`config.mk`:
```
export PLATFORM = sky130hd
export DESIGN_NAME = mem_bus_arbiter
export DESIGN_NICKNAME = d
export VERILOG_FILES = /design/src/rtl/mem_bus_arbiter.sv
export SDC_FILE = /design/constraint.sdc
export NUM_CORES = 1
export LEC_CHECK = 0
export ABC_AREA = 1
export ABC_CLOCK_PERIOD_IN_PS = 1400
export CORE_MARGIN = 2
export CORE_UTILIZATION = 41
export CTS_CLUSTER_DIAMETER = 60
export DETAILED_ROUTE_END_ITERATION = 8
export PLACE_DENSITY = 0.92
export SETUP_SLACK_MARGIN = 0.05
export SLEW_MARGIN = 20
export SYNTH_ARGS = -nofsm -noshare
export SYNTH_HDL_FRONTEND = slang
export SYNTH_SLANG_ARGS = --single-unit
```
`constraint.sdc`:
```
create_clock -name Clock -period 1.4 [get_ports Clock]
set_input_delay 0.28 -clock Clock [delete_from_list [all_inputs] [get_ports Clock]]
set_output_delay 0.28 -clock Clock [all_outputs]
set_load 0.1 [all_outputs]
```
`src/rtl/mem_bus_arbiter.sv`:
```
`default_nettype none
// ============================================================================
// Module   : mem_bus_arbiter
// Purpose  : Two-master round-robin arbiter in front of a single-port
//            synchronous memory; one access per 3-cycle IDLE/ISSUE/RESP pass.
// Revision : 1.0 - initial release
// ============================================================================
module mem_bus_arbiter #(
  parameter int AW = 16,
  parameter int DW = 16
) (
  input  logic          Clock,
  input  logic          Resetn,
  input  logic          m0_req,
  input  logic [AW-1:0] m0_addr,
  input  logic [DW-1:0] m0_wdata,
  input  logic          m0_we,
  output logic          m0_gnt,
  output logic          m0_rvalid,
  input  logic          m1_req,
  input  logic [AW-1:0] m1_addr,
  input  logic [DW-1:0] m1_wdata,
  input  logic          m1_we,
  output logic          m1_gnt,
  output logic          m1_rvalid,
  output logic [AW-1:0] mem_addr,
  output logic [DW-1:0] mem_wdata,
  output logic          mem_we,
  input  logic [DW-1:0] mem_rdata,
  output logic [DW-1:0] rdata,
  output logic          busy
);

  typedef enum logic [1:0] {
    S_IDLE  = 2'd0,
    S_ISSUE = 2'd1,
    S_RESP  = 2'd2
  } state_t;

  state_t          state_q, state_d;
  logic            last_q, last_d;      // 0 = master 0 won last, 1 = master 1
  logic            read_q, read_d;
  logic [AW-1:0]   addr_q, addr_d;
  logic [DW-1:0]   wdata_q, wdata_d;
  logic            we_q, we_d;
  logic            gnt0_q, gnt0_d, gnt1_q, gnt1_d;
  logic            rv0_q, rv0_d, rv1_q, rv1_d;
  logic [DW-1:0]   rdata_q, rdata_d;
  logic            win0, win1;

  // On a tie the master that did not win last time goes first.
  assign win0 = m0_req && (!m1_req || last_q);
  assign win1 = m1_req && (!m0_req || !last_q);

  always_comb begin
    state_d = state_q;
    last_d  = last_q;
    read_d  = read_q;
    addr_d  = addr_q;
    wdata_d = wdata_q;
    we_d    = 1'b0;
    gnt0_d  = 1'b0;
    gnt1_d  = 1'b0;
    rv0_d   = 1'b0;
    rv1_d   = 1'b0;
    rdata_d = rdata_q;
    case (state_q)
      S_IDLE: begin
        if (m0_req || m1_req) begin
          state_d = S_ISSUE;
          last_d  = win1;
          gnt0_d  = win0;
          gnt1_d  = win1;
          addr_d  = win1 ? m1_addr  : m0_addr;
          wdata_d = win1 ? m1_wdata : m0_wdata;
          we_d    = win1 ? m1_we    : m0_we;
          read_d  = win1 ? !m1_we   : !m0_we;
        end
      end
      S_ISSUE: state_d = S_RESP;
      S_RESP: begin
        state_d = S_IDLE;
        if (read_q) begin
          rdata_d = mem_rdata;
          rv0_d   = !last_q;
          rv1_d   = last_q;
        end
      end
      default: state_d = S_IDLE;
    endcase
  end

  always_ff @(posedge Clock) begin
    if (!Resetn) begin
      state_q <= S_IDLE;
      last_q  <= 1'b1;
      read_q  <= 1'b0;
      addr_q  <= '0;
      wdata_q <= '0;
      we_q    <= 1'b0;
      gnt0_q  <= 1'b0;
      gnt1_q  <= 1'b0;
      rv0_q   <= 1'b0;
      rv1_q   <= 1'b0;
      rdata_q <= '0;
    end else begin
      state_q <= state_d;
      last_q  <= last_d;
      read_q  <= read_d;
      addr_q  <= addr_d;
      wdata_q <= wdata_d;
      we_q    <= we_d;
      gnt0_q  <= gnt0_d;
      gnt1_q  <= gnt1_d;
      rv0_q   <= rv0_d;
      rv1_q   <= rv1_d;
      rdata_q <= rdata_d;
    end
  end

  assign m0_gnt    = gnt0_q;
  assign m1_gnt    = gnt1_q;
  assign m0_rvalid = rv0_q;
  assign m1_rvalid = rv1_q;
  assign mem_addr  = addr_q;
  assign mem_wdata = wdata_q;
  assign mem_we    = we_q;
  assign rdata     = rdata_q;
  assign busy      = (state_q != S_IDLE);

endmodule
`default_nettype wire
```
==> results.py <==
metrics = {
    "worst_setup_path": {
        "slowest_stage": "dfxtp_2",
        "cp_cell_sequence": "inv_4 -> nand2_4 -> buf_12",
        "cp.arrival_ns": 1.03,
        "worstSetupEndpointType": "primary output",
        "setup.worst_path.class": "register to primary output",
        "cp_max_fo": 3,
        "critPathMaxStageDelay_ns": 0.36,
        "required_ns": 1.12,
        "startpoint_type": "register",
    },
    "cts": {
        "clkTransAtPathRegs_ns": 0.07,
        "clock_sinks": 57,
        "root_buffer": "clkbuf_8",
        "clk_path_buf_depth": 2,
        "clk_latency_ns": 0.33,
        "tritoncts": "done",
        "cts_buffers": 9,
        "htreeDepth": 3,
    },
    "global_routing": {
        "grt_pass1_wl_um": 14000,
        "grt_util_all_layers_pct": 23.5,
        "grt_pass1_vias": 3071,
        "grt_max_degree": 37,
        "grt_remaining_overflow": 0,
        "antenna_found_initial": 0,
    },
    "cells_and_area": {
        "multi_input_area_sq_mm": 0.00137,
        "n_fill_cell": 474,
        "diodes": 0,
        "fin_nets": 648,
        "ff_latch_area_sq_mm": 0.00115,
        "final_cell_mix": "103 x nand2_1, 100 x nor2_1, 82 x clkdlybuf4s50_1",
        "layout_commonest_cell": "nand2_1",
        "area_growth_pct": 76.8,
        "drive_gt1_share_pct": 17.6,
    },
    "pwr": {
        "p_int_w": 0.00361,
        "switching_power_w": 0.00232,
        "swShare_pct": 39.1,
        "pwr-share-clk_pct": 25.8,
        "pwr-share-comb_pct": 42.0,
        "leakage_nw": 2.29,
        "p_per_area_mw_per_mm2": 1150,
        "sequentialPowerShare_pct": 32.2,
        "vdd_ir_drop_max_v": 0.000596,
    },
    "synthesis": {
        "yosys.area_share.adder_pct": 0,
        "synth_top_family_by_area": "simple AND/OR/NAND/NOR gates",
        "synth_area_leaders": "dfxtp_1 39%, nand2_1 13%, nor2_1 13%",
        "synth-seq-area-share_pct": 39.3,
        "synthXorXnorAreaFrac_pct": 0,
        "synth_mux_area_share_pct": 0,
        "synth_area_sq_mm": 0.00291,
        "yosysUniqueCellTypes": 21,
        "ys_ff_latch": 57,
        "synthSimpleGateAreaFrac_pct": 35.4,
        "yosysWarnings": 0,
        "yosys.area.top_type_share_pct": 39.3,
        "yosys.area.top_type": "dfxtp_1",
        "postSynthCellCount": 425,
        "syn_area_per_cell_sq_um": 6.84,
        "synth_compound_area_share_pct": 11.5,
        "syn-num-nets": 511,
    },
    "placement": {
        "gp_congestion": 0.819,
        "hpwl_um": 6850,
        "io_buffers": 139,
    },
    "timing": {
        "fin_crit_ns": 1.31,
        "maxSlewViolCount": 0,
        "final_hold_viol_count": 0,
        "setup-violations-final": 0,
        "relSlewSlack_pct": 83.4,
        "setup_tns_ns": 0,
        "hold_ws_ns": 0.290,
        "worst_slew_pin_slew_ns": 0.249,
        "skew_ns": 0.00446,
        "post-route-period-util_pct": 93.8,
        "fmax_mhz": 762,
        "rsz0062_at_grt": "no",
    },
    "floorplan": {
        "start_util_pct": 42.5,
        "die_w_um": 88.2,
        "die_y_um": 88.2,
        "pin_count": 140,
        "rows": 30,
        "core-area_sq_mm": 0.00683,
        "die-area_sq_mm": 0.00778,
    },
    "run_status": {
        "outcome": "complete, no violations",
    },
    "drt": {
        "routedWlPerCell_um": 13.7,
        "final_antenna_net_count": 0,
        "drc": 0,
        "totalWireLength_um": 9050,
        "drtPass1Iterations": 5,
        "via_count": 3125,
        "drt-initial-drc-count": 144,
        "viasPerCell": 4.71,
    },
    "worst_hold_path": {
        "hold_class": "input port to register",
    },
    "job": {
        "max_cap_viol_count": 0,
    },
}
per-layer routing:
metal	wire length, um	vias up	GRT usage (%)
li1	-	1582	-
met1	3310	1417	23.9
met2	4990	110	45.6
met3	591	16	6.41
met4	156	0	7.85
met5	0	-	0
metrics by stage:
step	cells	total power [W]	setup slack (ns)	area [sq um]	utilization [%]
2_1_floorplan	425	0.00342	0.0909	2910	-
3_3_place_gp	646	0.00435	-0.142	4920	72.1
3_5_place_dp	646	0.00443	-0.226	4920	72.1
4_1_cts	663	0.00595	0.0654	5130	75.1
5_1_grt	663	0.00617	0.0505	5140	75.2
6_report	663	0.00593	0.0870	5140	75.2
area by class of cell:
class	instances	area share [%]
timing repair buffer	154	41.8
clock buffer	11	2.75
clock inverter	5	1.07
multi-input combinational	298	26.6
tap	96	2.34
sequential	57	22.3
inverter	42	3.12
cells in the mapped netlist:
cell type	count
nand3_4	1
buf_4	3
inv_2	1
a21boi_1	12
o211ai_1	1
clkbuf_1	6
nor2_2	3
a21boi_0	20
nand3_1	33
o21ai_0	17
inv_1	41
dfxtp_1	57
buf_6	17
nand2_4	2
nand2_1	103
nor2_1	100
buf_2	2
nand2_2	2
nor3b_1	1
nor3_1	2
nor2_4	1
power by group through the flow:
stage	Clock, W	Sequential [W]	Combinational, W
after global routing	0.00163	0.00192	0.00262
after floorplan	0	0.00277	0.000649
after global placement	0	0.00193	0.00242
final	0.00153	0.00191	0.00249
after CTS	0.00154	0.00191	0.00250
after detailed placement	0	0.00195	0.00248
worst max-delay path: cells and delay by family, from the launching register on:
kind / cells / cell delay, ns
and+or+nand+nor: 1 / 0.10
DFF: 1 / 0.36
buffers and inverters: 2 / 0.24
registers in the layout (all words and copies together) (netlist names):
signal / cells
read_q: 1
mem_addr: 16
m0_rvalid: 1
last_q: 1
mem_wdata: 16
m0_gnt: 1
state_q: 2
m1_rvalid: 1
rdata: 16
m1_gnt: 1
mem_we: 1
timing repair:
item                                    4_1_cts  5_1_grt
setup buffers                                 1        0
pin swaps                                     0        0
hold buffers                                  0        0
gates resized for setup                       4        4
endpoints found under the setup margin        1        4
cloned                                        0        0
worst paths after layout:
check	slack [ns]	start	endpoint	cells after the start
setup reg to reg	0.11	state_q[1]$_SDFFE_PN0P_	mem_addr[7]$_SDFFE_PN0P_	7
hold reg to reg	0.53	rdata[2]$_SDFFE_PN0P_	rdata[2]$_SDFFE_PN0P_	2
setup / recovery	0.09	state_q[0]$_SDFFE_PN0P_	busy	3
hold / removal	0.29	Resetn	last_q$_SDFFE_PN1P_	2
logic make-up after synthesis:
| family | after synthesis |
|---|---|
| simple gates | 248 |
| buf+inv | 70 |
| flops | 57 |
| compound gates | 50 |
Note: power is estimated with default switching activity, not from simulation.
